**config.mk**
```make
export PLATFORM = sky130hd
export DESIGN_NAME = bus_transfer_arbiter
export DESIGN_NICKNAME = d
export VERILOG_FILES = /design/src/rtl/bus_transfer_arbiter.sv
export SDC_FILE = /design/constraint.sdc
export NUM_CORES = 1
export LEC_CHECK = 0
export CAP_MARGIN = 20
export CORE_MARGIN = 1.5
export CORE_UTILIZATION = 32
export DETAILED_ROUTE_END_ITERATION = 8
export SYNTH_ARGS = -nofsm -noshare
export SYNTH_HDL_FRONTEND = slang
export SYNTH_SLANG_ARGS = --single-unit
```
**constraint.sdc**
```tcl
create_clock -name i_clock -period 3.85 [get_ports i_clock]
set_input_delay 1.155 -clock i_clock [delete_from_list [all_inputs] [get_ports i_clock]]
set_output_delay 1.155 -clock i_clock [all_outputs]
set_load 0.02 [all_outputs]
```
**src/rtl/bus_transfer_arbiter.sv**
```systemverilog
// bus_transfer_arbiter: round-robin arbiter that sequences one Bus transfer per grant.
// Latency: legal transfer takes 4 cycles IDLE->SRC->DST->DONE; an illegal source is rejected in 2 cycles IDLE->DONE.
// Backpressure: a requester holds req until done. Inputs are sampled only in IDLE, and later changes are ignored.
//
// Ports:
//   i_clock, i_reset            clock; synchronous active-high reset
//   i_req / i_req_src / i_req_dst
//                               per-requester request, packed source and destination codes
//   o_gnt, o_done, o_err        one-hot grant, one-hot completion pulse, illegal-source flag
//   o_select_source             drives the Bus select_source input
//   o_select_destination        drives the Bus select_destination input
//   o_busy                      high whenever the FSM is outside IDLE
module bus_transfer_arbiter #(
  parameter int NUM_REQ = 4,
  parameter int SRC_W   = 4,
  parameter int DST_W   = 3
) (
  input  logic                     i_clock,
  input  logic                     i_reset,
  input  logic [NUM_REQ-1:0]       i_req,
  input  logic [NUM_REQ*SRC_W-1:0] i_req_src,
  input  logic [NUM_REQ*DST_W-1:0] i_req_dst,
  output logic [NUM_REQ-1:0]       o_gnt,
  output logic [NUM_REQ-1:0]       o_done,
  output logic                     o_err,
  output logic [SRC_W-1:0]         o_select_source,
  output logic [DST_W-1:0]         o_select_destination,
  output logic                     o_busy
);

  localparam int PTR_W = $clog2(NUM_REQ);

  typedef enum logic [1:0] {S_IDLE, S_SRC, S_DST, S_DONE} state_t;

  state_t               r_state, w_state;
  logic [PTR_W-1:0]     r_ptr, w_ptr;
  logic [PTR_W-1:0]     r_win, w_win;
  logic [DST_W-1:0]     r_dst, w_dst;
  logic [NUM_REQ-1:0]   r_gnt, w_gnt;
  logic [NUM_REQ-1:0]   r_done, w_done;
  logic                 r_err, w_err;
  logic [SRC_W-1:0]     r_sel_src, w_sel_src;
  logic [DST_W-1:0]     r_sel_dst, w_sel_dst;
  logic                 r_busy;

  logic [SRC_W-1:0]     w_srcs [NUM_REQ];
  logic [DST_W-1:0]     w_dsts [NUM_REQ];
  logic                 w_found;
  logic [PTR_W-1:0]     w_pick;
  logic [PTR_W:0]       w_sum;
  logic [SRC_W-1:0]     w_pick_src;
  logic [DST_W-1:0]     w_pick_dst;

  // Legal sources: 1, 2, 3 and 5..11. Codes 0, 4 and 12..15 are rejected.
  function automatic logic f_src_legal(input logic [SRC_W-1:0] s);
    return (s == SRC_W'(1)) || (s == SRC_W'(2)) || (s == SRC_W'(3)) ||
           ((s >= SRC_W'(5)) && (s <= SRC_W'(11)));
  endfunction

  // Undefined destinations are quietly replaced by 0, which means "load bus only".
  function automatic logic f_dst_legal(input logic [DST_W-1:0] d);
    return (d == DST_W'(0)) || (d == DST_W'(2)) || (d == DST_W'(3)) || (d == DST_W'(6));
  endfunction

  always_comb begin
    for (int i = 0; i < NUM_REQ; i++) begin
      w_srcs[i] = i_req_src[i*SRC_W +: SRC_W];
      w_dsts[i] = i_req_dst[i*DST_W +: DST_W];
    end
  end

  // Round-robin search that starts at r_ptr. The sum is one bit wider
  // than the pointer so that a non-power-of-two NUM_REQ wraps correctly.
  always_comb begin
    w_found = 1'b0;
    w_pick  = '0;
    w_sum   = '0;
    for (int k = 0; k < NUM_REQ; k++) begin
      w_sum = {1'b0, r_ptr} + (PTR_W+1)'(k);
      if (w_sum >= (PTR_W+1)'(NUM_REQ)) begin
        w_sum = w_sum - (PTR_W+1)'(NUM_REQ);
      end
      if (!w_found && i_req[w_sum[PTR_W-1:0]]) begin
        w_found = 1'b1;
        w_pick  = w_sum[PTR_W-1:0];
      end
    end
    w_pick_src = w_srcs[w_pick];
    w_pick_dst = f_dst_legal(w_dsts[w_pick]) ? w_dsts[w_pick] : '0;
  end

  // Next-state logic and next values of the registered outputs.
  always_comb begin
    w_state   = r_state;
    w_ptr     = r_ptr;
    w_win     = r_win;
    w_dst     = r_dst;
    w_gnt     = r_gnt;
    w_done    = r_done;
    w_err     = r_err;
    w_sel_src = r_sel_src;
    w_sel_dst = r_sel_dst;
    case (r_state)
      S_IDLE: begin
        if (w_found) begin
          w_win = w_pick;
          w_dst = w_pick_dst;
          if (f_src_legal(w_pick_src)) begin
            w_state   = S_SRC;
            w_gnt     = NUM_REQ'(1) << w_pick;
            w_sel_src = w_pick_src;
            w_sel_dst = '0;
          end else begin
            // The request is rejected without touching the Bus.
            w_state = S_DONE;
            w_done  = NUM_REQ'(1) << w_pick;
            w_err   = 1'b1;
          end
        end
      end
      S_SRC: begin
        w_state   = S_DST;
        w_sel_src = '0;
        w_sel_dst = r_dst;
      end
      S_DST: begin
        w_state   = S_DONE;
        w_sel_dst = '0;
        w_gnt     = '0;
        w_done    = NUM_REQ'(1) << r_win;
        w_err     = 1'b0;
      end
      S_DONE: begin
        w_state = S_IDLE;
        w_done  = '0;
        w_err   = 1'b0;
        w_ptr   = (r_win == PTR_W'(NUM_REQ-1)) ? '0 : r_win + 1'b1;
      end
      default: w_state = S_IDLE;
    endcase
  end

  always_ff @(posedge i_clock) begin
    if (i_reset) begin
      r_state   <= S_IDLE;
      r_ptr     <= '0;
      r_win     <= '0;
      r_dst     <= '0;
      r_gnt     <= '0;
      r_done    <= '0;
      r_err     <= 1'b0;
      r_sel_src <= '0;
      r_sel_dst <= '0;
      r_busy    <= 1'b0;
    end else begin
      r_state   <= w_state;
      r_ptr     <= w_ptr;
      r_win     <= w_win;
      r_dst     <= w_dst;
      r_gnt     <= w_gnt;
      r_done    <= w_done;
      r_err     <= w_err;
      r_sel_src <= w_sel_src;
      r_sel_dst <= w_sel_dst;
      r_busy    <= (w_state != S_IDLE);
    end
  end

  assign o_gnt                = r_gnt;
  assign o_done               = r_done;
  assign o_err                = r_err;
  assign o_select_source      = r_sel_src;
  assign o_select_destination = r_sel_dst;
  assign o_busy               = r_busy;

endmodule

```
==> results of run 1 <==
cells by family after synthesis:
logic type / count (synthesis) / share of synthesized area, %
DFF: 26 / 28.5
adders and majority gates: 8 / 5.48
buffers and inverters: 19 / 4.93
AOI/OAI and AO/OA: 59 / 23.6
and+or+nand+nor: 92 / 29.7
muxes: 14 / 7.81
placed cells by master (no fill, tap or decap), types with 3 or more instances in the layout:
master           synthesis  layout
clkbuf_8                 0       4
ha_1                     8       8
nor2_1                   7       6
nor2b_1                  8       6
inv_1                    7       7
dfxtp_1                 26      26
buf_4                    0      22
nor3_1                   5       5
nor4_1                   7       7
or3_1                    3       3
a221oi_1                 4       4
mux2i_1                 12      12
or4_1                    3       3
nand2_1                 20      20
nand3_1                 16      16
o21ai_0                  3       3
o31ai_2                  3       3
nor3b_1                  4       4
o21ai_1                  5       5
a21oi_1                 20      20
clkdlybuf4s50_1          0      50
o211ai_1                 9       9
nand4_1                  3       3
a32oi_1                  3       3
power by group through the flow:
stage	Sequential [W]	Combinational (W)	Clock, W
3_5_place_dp	0.000353	0.000578	0
2_1_floorplan	0.000385	0.000318	0
6_report	0.000346	0.000581	0.000175
5_1_grt	0.000353	0.000636	0.000191
4_1_cts	0.000347	0.000581	0.000185
3_3_place_gp	0.000353	0.000577	0
state kept, by name, summed over array words and instances (netlist names):
register              cells
o_select_source           4
r_win                     2
o_gnt                     4
o_done                    4
r_state                   2
o_select_destination      3
r_ptr                     2
o_err                     1
o_busy                    1
r_dst                     3
stage by stage:
step / area [µm²] / utilization, %
after floorplan: 1830 / -
after global placement: 2520 / 45.7
after detailed placement: 2520 / 45.7
after CTS: 2570 / 46.7
after global routing: 2580 / 46.9
final: 2580 / 46.9
repair_timing:
action                     in CTS  in global routing
hold endpoints to repair        0                  0
resized for setup               0                  3
setup endpoints to repair       0                  9
routing by layer:
metal | GRT usage, % | routed length, µm | up-vias
met5 | 0 | 0 | -
met4 | 4.29 | 55 | 0
met3 | 2.91 | 239 | 6
met2 | 27.7 | 2220 | 45
met1 | 22.3 | 2340 | 883
li1 | - | - | 960
final timing paths:
kind / from / end / depth (start not counted)
hold / removal: r_dst[2] / r_dst[2] / 2
setup / recovery: i_req[1] / o_err / 10
setup reg to reg: r_ptr[1] / o_err / 8
hold reg to reg: r_dst[2] / r_dst[2] / 2
final cells by class:
type / count / area, µm² / area share [%]
Multi-Input combinational cell: 173 / 1220 / 47.4
Tap cell: 72 / 90.1 / 3.49
Clock buffer: 4 / 55.1 / 2.13
Inverter: 7 / 26.3 / 1.02
Timing Repair Buffer: 72 / 666 / 25.8
Sequential cell: 26 / 520 / 20.2
critical path, cell delays in order:
cell and delay, ps:
clkdlybuf4s50_1 490, buf_4 130, nor2b_1 80, a211o_1 340, a221oi_1 410, buf_4 190
a32oi_2 70, or4_1 570, and2_4 190, a221oi_2 250
==> impl_metrics.tcl, run 1 <==
set metrics [dict create \
    p_seq_share_pct 31.4 \
    drive_gt1_share_pct 16.7 \
    cts_buffers 3 \
    avgSynthCellArea_um2 8.38 \
    hold_viol_final 0 \
    grt_max_degree 18 \
    ys_seq_area_share_pct 28.5 \
    drt-pass1-iter-count 4 \
    cts-root-buf "clkbuf_8" \
    syn_inst 218 \
    synth_warnings 0 \
    antenna_cells 0 \
    ff2ff_setup_slack_ps 950 \
    finClkSkew_ps 3.16 \
    drc 0 \
    cp-start-kind "input pin" \
    netlist-cell-type-count 50 \
    netlist_area_mm2 0.00183 \
    hp-class "flip-flop to flip-flop" \
    grt_antenna_before_repair 0 \
    grt_pass1_vias 1809 \
    finalSetupViolations 0 \
    postCtsHoldBufs 0 \
    power.leakage_nw 0.953 \
    pin_count 51 \
    synth_flop_cell "dfxtp_1" \
    cap_violations 0 \
    whs_ps 459 \
    core_area_mm2 0.00551 \
    cp-end-kind "flip-flop" \
    clock.fmax_ghz 0.271 \
    slew_violations 0 \
    ys_seq_elements 26 \
    setup_slack_ps 162 \
    tritoncts "yes" \
    synth_edf_count 0 \
    status "finished, final reports clean" \
    die_y_um 78.6 \
    groute.usage.overall_pct 16.7 \
    rsz0062_at_grt "no" \
    synthArstFlopShare_pct 0 \
    slew_headroom_pct 58.7 \
    dp_slack_ps -181 \
    fin_setup_tns_ps 0 \
    synth_top_area_share_pct 28.5 \
    power.density_mw_per_mm2 427 \
    fin_nets 325 \
    cts_max_path_buffers 2 \
    total_power_w 0.00110 \
    grt_overflow_total 0 \
    crit_type "input pin to flip-flop" \
    place_congestion 0.821 \
    synthMostInstantiatedCell "dfxtp_1" \
    h-tree-depth 1 \
    via_count 1894 \
    switching_power_w 0.000426 \
    dpl.hpwl_mm 3.84 \
    post-route-min-period_ps 3690 \
    syn_nets 260 \
    routed_wl_mm 4.85 \
    fp-row-count 27 \
    min_period_over_period_pct 95.8 \
    die_area_mm2 0.00617 \
    initialDrtViolationCount 80 \
    dpl.cell_count 350 \
    worst_slew_pin_slew_ps 618 \
    intPower_w 0.000676 \
    cts_sinks 26 \
    clkLatencyLatePin_ps 270 \
    ant_nets 0 \
    worstPathArrival_ps 3880 \
    combPwrFrac_pct 52.7 \
    peakVddDrop_mv 0.196 \
    clkTransAtPathRegs_ps 90 \
    cp.required_ps 4040 \
    die_w_um 78.6 \
    synthTopCellsByCount "26 x dfxtp_1, 20 x a21oi_1, 20 x nand2_1" \
    grt_pass1_wl_mm 8.27 \
    nFillCells 572 \
    via_per_inst 5.35 \
    cts_setup_buffers 0 \
    area_growth_pct 41.3 \
    cp_max_fo 6 \
    start_util_pct 33.2 \
    clkPwrFrac_pct 15.9 \
    swShare_pct 38.7 \
    yosys.area.top_type "dfxtp_1" \
    synthTopCellsByArea "dfxtp_1 28%, mux2i_1 6.6%, a21oi_1 5.5%" \
    fin_cells 354 \
    io_buffers 50 \
    wl_per_cell_um 13.7 \
]
No activity file was read; power rests on OpenSTA's default activity.
==> run 2: changes to the inputs <==
--- a/config.mk
+++ b/config.mk
@@ -9,6 +9,7 @@
 export CORE_MARGIN = 1.5
 export CORE_UTILIZATION = 32
 export DETAILED_ROUTE_END_ITERATION = 8
+export MAX_ROUTING_LAYER = met4
 export SYNTH_ARGS = -nofsm -noshare
 export SYNTH_HDL_FRONTEND = slang
 export SYNTH_SLANG_ARGS = --single-unit
==> run 2 against run 1 <==
Against the previous run:
- design area is the same
- fmax is essentially flat
- die area is the same
- via count shrank 0.11%
- register-to-register slack is essentially flat
- cell count is the same
==> impl_metrics.tcl, run 2 (synthesis results as in run 1) <==
set metrics [dict create \
    clkLatencyLatePin_ps 270 \
    antenna_cells 0 \
    io_buffers 50 \
    final_cell_mix "50 x clkdlybuf4s50_1, 26 x dfxtp_1, 22 x buf_4, 20 x nand2_1, 20 x a21oi_1" \
    via_per_inst 5.34 \
    grt_overflow_total 0 \
    clock.fmax_ghz 0.271 \
    fin_nets 325 \
    swShare_pct 38.6 \
    cts-root-buf "clkbuf_8" \
    die_w_um 78.6 \
    dp_slack_ps -181 \
    drt-pass1-iter-count 4 \
    hold_viol_final 0 \
    tritoncts "yes" \
    cts_sinks 26 \
    grt_max_degree 18 \
    die_y_um 78.6 \
    ant_nets 0 \
    post-route-min-period_ps 3690 \
    fp-row-count 27 \
    highest_layer "met4" \
    finalSetupViolations 0 \
    slew_violations 0 \
    multi_input_area_mm2 0.00122 \
    p_seq_share_pct 31.4 \
    cp-end-kind "flip-flop" \
    crit_type "input pin to flip-flop" \
    cts_max_path_buffers 2 \
    slew_headroom_pct 57.9 \
    hp-class "flip-flop to flip-flop" \
    power.leakage_nw 0.953 \
    start_util_pct 33.2 \
    grt_pass1_vias 1816 \
    routed_wl_mm 4.86 \
    initialDrtViolationCount 82 \
    worst_slew_pin_slew_ps 631 \
    postCtsHoldBufs 0 \
    core_area_mm2 0.00551 \
    clkTransAtPathRegs_ps 90 \
    min_period_over_period_pct 95.9 \
    clkPwrFrac_pct 15.9 \
    drive_gt1_share_pct 16.7 \
    place_congestion 0.834 \
    dpl.hpwl_mm 3.84 \
    regArea_um2 520 \
    cp_max_fo 6 \
    grt_pass1_wl_mm 8.24 \
    nFillCells 572 \
    worstPathArrival_ps 3880 \
    setup_slack_ps 160 \
    cap_violations 0 \
    rsz0062_at_grt "no" \
    power.density_mw_per_mm2 427 \
    peakVddDrop_mv 0.195 \
    wl_met3_um 230 \
    combPwrFrac_pct 52.7 \
    wl_met2_mm 2.24 \
    cp.required_ps 4040 \
    cts_buffers 3 \
    mostFrequentLayoutCell "clkdlybuf4s50_1" \
    die_area_mm2 0.00617 \
    intPower_w 0.000676 \
    cts_setup_buffers 0 \
    grt_antenna_before_repair 0 \
    switching_power_w 0.000425 \
    status "finished, final reports clean" \
    groute.usage.overall_pct 17.1 \
    cp-start-kind "input pin" \
    finClkSkew_ps 4.97 \
    drc 0 \
    area_growth_pct 41.3 \
    m1WireLength_mm 2.35 \
    via_count 1892 \
    whs_ps 458 \
    wl_per_cell_um 13.7 \
    h-tree-depth 1 \
    pin_count 51 \
]
## run 2: repair_timing
item / 4_1_cts / 5_1_grt
endpoints found under the hold margin: 0 / 0
resized for setup: 0 / 3
endpoints found under the setup margin: 0 / 9
## run 2: cell type report
type / instances / area share [%]
inverter: 7 / 1.02
timing repair buffer: 72 / 25.8
tap: 72 / 3.49
clock buffer: 4 / 2.13
sequential: 26 / 20.2
multi-input combinational: 173 / 47.4
## run 2: final timing paths
kind | end | slack, ps | from | cells after the start
max | o_err | 160 | i_req[1] | 10
max reg2reg | o_err | 950 | r_ptr[1] | 8
min | r_dst[2] | 460 | r_dst[2] | 2
min reg2reg | r_dst[2] | 460 | r_dst[2] | 2
## run 2: metal layers
metal | global-route usage (%) | vias to the layer above
met1 | 22.2 | 878
met3 | 2.91 | 6
li1 | - | 960
met2 | 27.7 | 48
met5 | - | -
met4 | 4.29 | 0
## run 2: worst max-delay path, stage by stage
cell	delay, ps
clkdlybuf4s50_1	490
buf_4	130
nor2b_1	80
a211o_1	340
a221oi_1	410
buf_4	190
a32oi_2	70
or4_1	570
and2_4	190
a221oi_2	250
## run 2: power by group through the flow
stage	logic (W)	registers, W	clock network (W)
floorplan	0.000318	0.000385	0
detailed placement	0.000578	0.000353	0
global route	0.000636	0.000353	0.000191
global placement	0.000577	0.000353	0
finish	0.000580	0.000346	0.000175
CTS	0.000581	0.000347	0.000185
## run 2: stage by stage
stage	cells	TNS (ps)	area, µm²	total power (W)	util (%)
6_report	354	0	2580	0.00110	46.9
5_1_grt	354	0	2580	0.00118	46.9
4_1_cts	354	0	2570	0.00111	46.7
3_5_place_dp	350	-1270	2520	0.000931	45.7
3_3_place_gp	350	-660	2520	0.000931	45.7
2_1_floorplan	218	0	1830	0.000703	-
==> run 3: changes to the inputs <==
--- a/config.mk
+++ b/config.mk
@@ -6,10 +6,12 @@
 export NUM_CORES = 1
 export LEC_CHECK = 0
 export CAP_MARGIN = 20
-export CORE_MARGIN = 1.5
+export CORE_MARGIN = 2
 export CORE_UTILIZATION = 32
 export DETAILED_ROUTE_END_ITERATION = 8
+export GPL_ROUTABILITY_DRIVEN = 0
 export MAX_ROUTING_LAYER = met4
+export SLEW_MARGIN = 20
 export SYNTH_ARGS = -nofsm -noshare
 export SYNTH_HDL_FRONTEND = slang
 export SYNTH_SLANG_ARGS = --single-unit
==> run 3 against run 2 <==
Against the previous run:
- combinational power about the same
- routed wire length down 1.4%
- global-route usage down 0.87 points
- sequential share of layout area about the same
- fmax up 1.5%
- die area up 2.6%
- clock skew down 3.8 ps
- power down 2.2%
- utilization up 0.11 points
- critical path type unchanged
==> impl_metrics.tcl, run 3 (synthesis results as in run 1) <==
set metrics [dict create \
    cap_violations 0 \
    mostFrequentLayoutCell "clkdlybuf4s50_1" \
    worstPathArrival_ps 3820 \
    power.density_mw_per_mm2 416 \
    status "finished, final reports clean" \
    clkTransAtPathRegs_ps 80 \
    grt_pass1_wl_mm 8.18 \
    cts_max_path_buffers 2 \
    core_area_mm2 0.00551 \
    area_growth_pct 41.6 \
    cts_setup_buffers 0 \
    worst_slew_pin_slew_ps 630 \
    ctsResizeCount 0 \
    cts_buffers 3 \
    finClkSkew_ps 1.12 \
    drt-pass1-iter-count 4 \
    slew_headroom_pct 58.0 \
    crit_type "input pin to flip-flop" \
    cp-end-kind "flip-flop" \
    dpl.cell_count 353 \
    die_y_um 79.6 \
    power.leakage_nw 0.959 \
    fp-row-count 27 \
    regArea_um2 520 \
    multi_input_area_mm2 0.00122 \
    nFillCells 565 \
    cp-start-kind "input pin" \
    hold_viol_final 0 \
    pin_count 51 \
    drc 0 \
    cts_sinks 26 \
    hp-class "flip-flop to flip-flop" \
    die_w_um 79.6 \
    io_buffers 50 \
    final_cell_mix "50 x clkdlybuf4s50_1, 26 x dfxtp_1, 25 x buf_4, 20 x nand2_1, 20 x a21oi_1" \
    rsz0062_at_grt "no" \
    groute.usage.overall_pct 16.3 \
    clock.fmax_ghz 0.275 \
    cp_max_fo 7 \
    antenna_cells 0 \
    ant_nets 0 \
    cts-root-buf "clkbuf_8" \
    post-route-min-period_ps 3630 \
    drive_gt1_share_pct 16.9 \
    routed_wl_mm 4.80 \
    wl_per_cell_um 13.5 \
    min_period_over_period_pct 94.4 \
    slew_violations 0 \
    die_area_mm2 0.00633 \
    peakVddDrop_mv 0.293 \
    initialDrtViolationCount 71 \
    fin_cells 356 \
    fin_nets 328 \
    grt_antenna_before_repair 0 \
    h-tree-depth 1 \
    dpl.hpwl_mm 3.78 \
    tritoncts "yes" \
    via_count 1901 \
    postCtsHoldBufs 0 \
    via_per_inst 5.34 \
    grt_max_degree 18 \
    finalSetupViolations 0 \
    grt_overflow_total 0 \
    grt_pass1_vias 1838 \
    cp.required_ps 4030 \
    fin_setup_tns_ps 0 \
    start_util_pct 33.2 \
    clkLatencyLatePin_ps 260 \
    whs_ps 462 \
]
==> run 3: cell types whose count changed in the layout (fill, tap and decap cells not counted), sizes merged <==
| cell | before | now |
|---|---|---|
| buf | 22 | 25 |
| clkbuf | 4 | 3 |
==> run 3: metrics by stage <==
| stage | util, % | worst slack, ps | area [µm²] | power (W) |
|---|---|---|---|---|
| final | 47.0 | 215 | 2590 | 0.00108 |
| after global routing | 47.0 | 29.9 | 2590 | 0.00116 |
| after CTS | 46.9 | 117 | 2580 | 0.00108 |
| after detailed placement | 46.1 | -138 | 2540 | 0.000929 |
| after global placement | 46.1 | -162 | 2540 | 0.000931 |
| after floorplan | - | 492 | 1830 | 0.000703 |
==> run 3: final cells by class <==
cell class	count	area share, %
clock buffers	3	1.60
repair buffers	75	26.6
multi-input cells	173	47.2
flip-flops and latches	26	20.1
inverters	7	1.02
well taps	72	3.48
==> run 3: final timing paths <==
path	endpoint	depth (start not counted)	from	slack [ps]
setup reg to reg	o_err	8	r_ptr[1]	1020
setup / recovery	o_err	10	i_req[3]	220
hold reg to reg	r_dst[0]	2	r_dst[0]	460
hold / removal	r_dst[0]	2	r_dst[0]	460
==> run 3: worst max-delay path, cell delays in order <==
cell and delay (ps):
clkdlybuf4s50_1 440, buf_4 150, nor2b_1 400, nor4_1 100, a221oi_1 310, buf_4 190, a32oi_2 70, or4_1 570
and2_4 190, a221oi_2 250
==> run 3: per-layer routing <==
metal / vias to the layer above / GRT usage (%) / share of wire, %
li1: 968 / - / -
met1: 882 / 21.0 / 47
met2: 47 / 26.2 / 47
met3: 4 / 3.73 / 5.6
met4: 0 / 3.10 / 0.52
met5: - / - / 0
==> run 3: power by group <==
group / switching (W) / internal (W)
Sequential: 0.0000313 / 0.000316
Combinational: 0.000310 / 0.000271
Clock: 0.0000787 / 0.0000700
